### config.mk
export PLATFORM = sky130hd
export DESIGN_NAME = addr8s_inv_serial
export DESIGN_NICKNAME = d
export VERILOG_FILES = /design/src/rtl/addr8s_inv_serial.sv
export SDC_FILE = /design/constraint.sdc
export NUM_CORES = 1
export LEC_CHECK = 0
export CAP_MARGIN = 0
export CORE_UTILIZATION = 47
export DETAILED_ROUTE_END_ITERATION = 7
export GPL_TIMING_DRIVEN = 0
export PLACE_DENSITY = 0.75
export SYNTH_ARGS = -nofsm -noshare
export SYNTH_HDL_FRONTEND = slang
export SYNTH_SLANG_ARGS = --single-unit
### constraint.sdc
create_clock -name clk -period 1.68 [get_ports clk]
set_clock_uncertainty 0.15 [all_clocks]
set_input_delay 0.252 -clock clk [delete_from_list [all_inputs] [get_ports clk]]
set_output_delay 0.252 -clock clk [all_outputs]
set_load 0.005 [all_outputs]
### src/rtl/addr8s_inv_serial.sv
// Bit-serial operand recovery: recomputes B = S - A LSB-first over ten steps
// with one full adder and a registered carry, flagging results outside int8.
module addr8s_inv_serial (
    input  logic       clk,
    input  logic       rst,
    input  logic       in_valid,
    output logic       in_ready,
    input  logic [7:0] a_in,
    input  logic [8:0] s_in,
    output logic       out_valid,
    input  logic       out_ready,
    output logic [7:0] b_out,
    output logic       err
);

    typedef enum logic [1:0] {IDLE, SHIFT, DONE} state_t;

    state_t      state_q, state_d;
    logic [8:0]  s_sh_q;
    logic [7:0]  a_sh_q;
    logic [3:0]  cnt_q;
    logic        carry_q;
    logic [9:0]  d_q;
    logic [7:0]  b_out_q;
    logic        err_q;
    logic        out_valid_q;

    logic        s_bit, a_bit, sum_bit, carry_d;
    logic [9:0]  d_d;
    logic        accept, last_step;

    // Subtraction as S + ~A + 1: the +1 enters through the carry preset on accept.
    assign s_bit     = s_sh_q[0];
    assign a_bit     = ~a_sh_q[0];
    assign sum_bit   = s_bit ^ a_bit ^ carry_q;
    assign carry_d   = (s_bit & a_bit) | (carry_q & (s_bit ^ a_bit));
    assign d_d       = {sum_bit, d_q[9:1]};
    assign accept    = in_ready & in_valid;
    assign last_step = (state_q == SHIFT) && (cnt_q == 4'd9);

    always_ff @(posedge clk) begin
        if (rst) begin
            state_q <= IDLE;
        end else begin
            state_q <= state_d;
        end
    end

    always_comb begin
        state_d = state_q;
        case (state_q)
            IDLE:    if (in_valid)  state_d = SHIFT;
            SHIFT:   if (last_step) state_d = DONE;
            DONE:    if (out_ready) state_d = IDLE;
            default: state_d = IDLE;
        endcase
    end

    always_comb begin
        in_ready = (state_q == IDLE);
    end

    // Operand shifters refill with their sign bit, so steps past the MSB reuse it.
    always_ff @(posedge clk) begin
        if (rst) begin
            s_sh_q      <= '0;
            a_sh_q      <= '0;
            cnt_q       <= '0;
            carry_q     <= 1'b0;
            d_q         <= '0;
            b_out_q     <= '0;
            err_q       <= 1'b0;
            out_valid_q <= 1'b0;
        end else begin
            if (accept) begin
                s_sh_q  <= s_in;
                a_sh_q  <= a_in;
                cnt_q   <= '0;
                carry_q <= 1'b1;
                d_q     <= '0;
            end else if (state_q == SHIFT) begin
                s_sh_q  <= {s_sh_q[8], s_sh_q[8:1]};
                a_sh_q  <= {a_sh_q[7], a_sh_q[7:1]};
                cnt_q   <= cnt_q + 4'd1;
                carry_q <= carry_d;
                d_q     <= d_d;
            end
            if (last_step) begin
                b_out_q     <= d_d[7:0];
                err_q       <= ~((d_d[9] == d_d[8]) & (d_d[8] == d_d[7]));
                out_valid_q <= 1'b1;
            end else if ((state_q == DONE) && out_ready) begin
                out_valid_q <= 1'b0;
            end
        end
    end

    assign out_valid = out_valid_q;
    assign b_out     = b_out_q;
    assign err       = err_q;

endmodule

==> flow_summary_export.csv <==
group,metric,value,unit
grt,grt_pass1_wl,7290,µm
grt,overflow,0,
sta,slew_viol_final,0,
die,ios,32,
yosys,yosysMostFrequentCell,"dfxtp_1",
sta,setup_violations,1,
routing,post_drt_wl_per_cell,13.6,µm
min_path,hold_class,"register to register",
placed_design,gp_congestion,0.769,
cells_and_area,finish.net_count,290,
die,die_x,66.0,µm
yosys,synth_seq_cells,43,
cts,tritoncts,"done",
yosys,syn_avg_cell_area,8.51,µm²
cells_and_area,drive_above_1_share,0.187,
worst_setup_path,arrival,1.76,ns
die,core,3800,µm²
cts,clock_path_buffers,2,
cells_and_area,fin_util,0.646,
routing,drt_first_pass_iters,4,
cts,cts_buffers,5,
power_and_ir_drop,p_leak,0.890,nW
worst_setup_path,endpoint,"err",
yosys,ys.flop_type,"dfxtp_1",
placed_design,dp_hpwl,2920,µm
placed_design,io_buffer_count,31,
yosys,synth_seq_area_share,0.447,
sta,hold_violations,0,
worst_setup_path,reg2reg_to,"err",
cells_and_area,syn2layout_area_growth,27.6,%
sta,slew_headroom,0.599,
yosys,syn_area,1920,µm²
yosys,synthesis.nets,250,
run_status,violations,"setup timing",
yosys,synth_top_area_frac,0.447,
routing,postRouteAntennaNets,0,
worst_setup_path,reg2reg_from,"carry_q",
sta,fin_ws,-0.0445,ns
grt,grt_pass1_vias,1610,
cts,clkSinkCount,43,
grt,grt_antenna_before_repair,0,
power_and_ir_drop,irDropWorstVdd,0.619,mV
sta,max_freq,0.580,GHz
cts,cts_root_buffer,"clkbuf_8",
worst_setup_path,crit_family,"adder cells",
sta,rsz0062_at_grt,"true",
yosys,synth_top_area_cell,"dfxtp_1",
grt,grt_max_degree,14,
run_status,status,"complete, but fails checks",
sta,min_period,1.72,ns
yosys,yosysWarnings,0,
worst_setup_path,reg2regPathDepth,5,
yosys,async_flop_share,0,
yosys,yosysUniqueCellTypes,33,
routing,drc_errors,0,
die,num_rows,22,
yosys,synth_edf_count,0,
worst_setup_path,path_max_fanout,2,
worst_setup_path,worstSetupStartpoint,"carry_q",
cells_and_area,antenna-diode-count,0,
cts,clock_latency,0.30,ns
yosys,synth_commonest_cells,"dfxtp_1, nand2_1, a21oi_1, nor2_1",
worst_setup_path,path_cells,"inv_2 > fa_1 > or3b_4 > o2111ai_2 > a21oi_1",
cells_and_area,fin_area,2450,µm²
yosys,synth_cells,226,
yosys,synth_area_leaders,"dfxtp_1, a21oi_1, nand2_1, a311oi_2, nor2_1",
worst_setup_path,slowest_stage,"fa_1",
worst_setup_path,crit_required,1.72,ns
worst_setup_path,worstSetupPathType,"register to register",
worst_setup_path,end_kind,"register",
die,initial_core_util,0.507,
grt,grtUsageTotal,0.223,
worst_setup_path,slowest_delay,0.56,ns
sta,worstMarginPinSlew,0.601,ns
cts,htreeDepth,2,
routing,viasPerCell,5.42,
routing,num_vias,1708,
flow_run,cap_violations,0,
sta,hold_ws,0.320,ns
worst_setup_path,start_kind,"register",
die,die_h,66.0,µm
placed_design,pre_cts_ws,-0.451,ns
worst_setup_path,worst-path-buf-inv,1,
cts,path_clk_slew,0.08,ns
die,fp.dieArea,4350,µm²
sta,min_period_over_period,1.03,
placed_design,placed_cell_area,2300,µm²
routing,drt-total-wl,4300,µm
cts,cts_hold_buf,0,
routing,drtIter0Drc,119,
worst_setup_path,r2r_slack,-0.04,ns
worst_setup_path,path_depth,5,
power_and_ir_drop,power.density,848,nW/µm²
==> cells in the final DEF (no fill, tap or decap), drive strengths merged, types with 2 or more instances in the layout <==
cell type / instances
a211oi: 3
a21oi: 32
a311oi: 8
buf: 9
clkbuf: 18
clkdlybuf4s50: 29
dfxtp: 43
ha: 2
inv: 7
mux2i: 2
nand2: 35
nand2b: 3
nand3: 9
nand3b: 3
nor2: 27
nor3: 2
o21ai: 10
o221a: 4
or2b: 2
or3: 2
or3b: 4
==> tightest hold or removal path, cell delays in order, from the launching register on <==
cell and delay [ns]:
dfxtp_1 0.32, nand2_1 0.06, a21oi_1 0.05
==> where the power goes <==
part / switching [mW] / internal, mW / total (mW)
clock network: 0.364 / 0.291 / 0.655
registers: 0.0293 / 1.06 / 1.09
logic: 0.159 / 0.174 / 0.333
==> final cells by class <==
class,count,area [µm²]
inverter,7,26.3
tap,48,60.1
multi-input combinational,157,941
clock inverter,2,12.5
sequential,43,865
timing repair buffer,34,335
fill,343,1340
buffer,18,143
clock buffer,6,72.6
==> what timing repair did <==
item	4_1_cts	5_1_grt
resized for setup	14	15
gates cloned	0	0
endpoints found under the setup margin	19	31
pin swaps	2	2
buffers inserted	3	0
==> layer usage <==
layer | vias up | GRT usage | share of wire
met2 | 38 | 0.378 | 0.50
met1 | 806 | 0.270 | 0.45
li1 | 856 | - | -
met4 | 0 | 0.104 | 0.022
met5 | - | 0 | 0
met3 | 8 | 0.0414 | 0.031
==> kinds of logic after synthesis <==
group | share of synthesized area
compound gates | 0.221
xor+xnor | 0.00910
fa+ha+maj | 0.0234
buf+inv | 0.0702
flops | 0.447
mux | 0.0163
simple gates | 0.213
==> stage by stage <==
| stage | total power [mW] | setup TNS, ns | cells |
|---|---|---|---|
| after floorplan | 1.31 | -0.00465 | 226 |
| after global placement | 1.41 | -9.63 | 305 |
| after detailed placement | 1.42 | -10.07 | 305 |
| after CTS | 2.08 | -0.0489 | 315 |
| after global routing | 2.17 | -0.0849 | 315 |
| final | 2.08 | -0.0445 | 315 |
==> how the worst min path moves through the flow <==
stage / startpoint / end / slack (ns) / cells past startpoint
2_1_floorplan: a_in[7] / a_sh_q[7] / 0.25 / 2
3_3_place_gp: out_valid / out_valid / 0.30 / 2
3_5_place_dp: d_q[5] / d_q[4] / 0.31 / 2
4_1_cts: d_q[5] / d_q[4] / 0.32 / 2
5_1_grt: d_q[1] / d_q[1] / 0.34 / 2
6_report: out_valid / out_valid / 0.32 / 2
==> state kept, by name (all words and copies together) (netlist names), 2 cells and up <==
name	count
a_sh_q	8
b_out	8
cnt_q	4
d_q	9
s_sh_q	9
state_q	2
No activity file was read; power rests on OpenSTA's default activity.
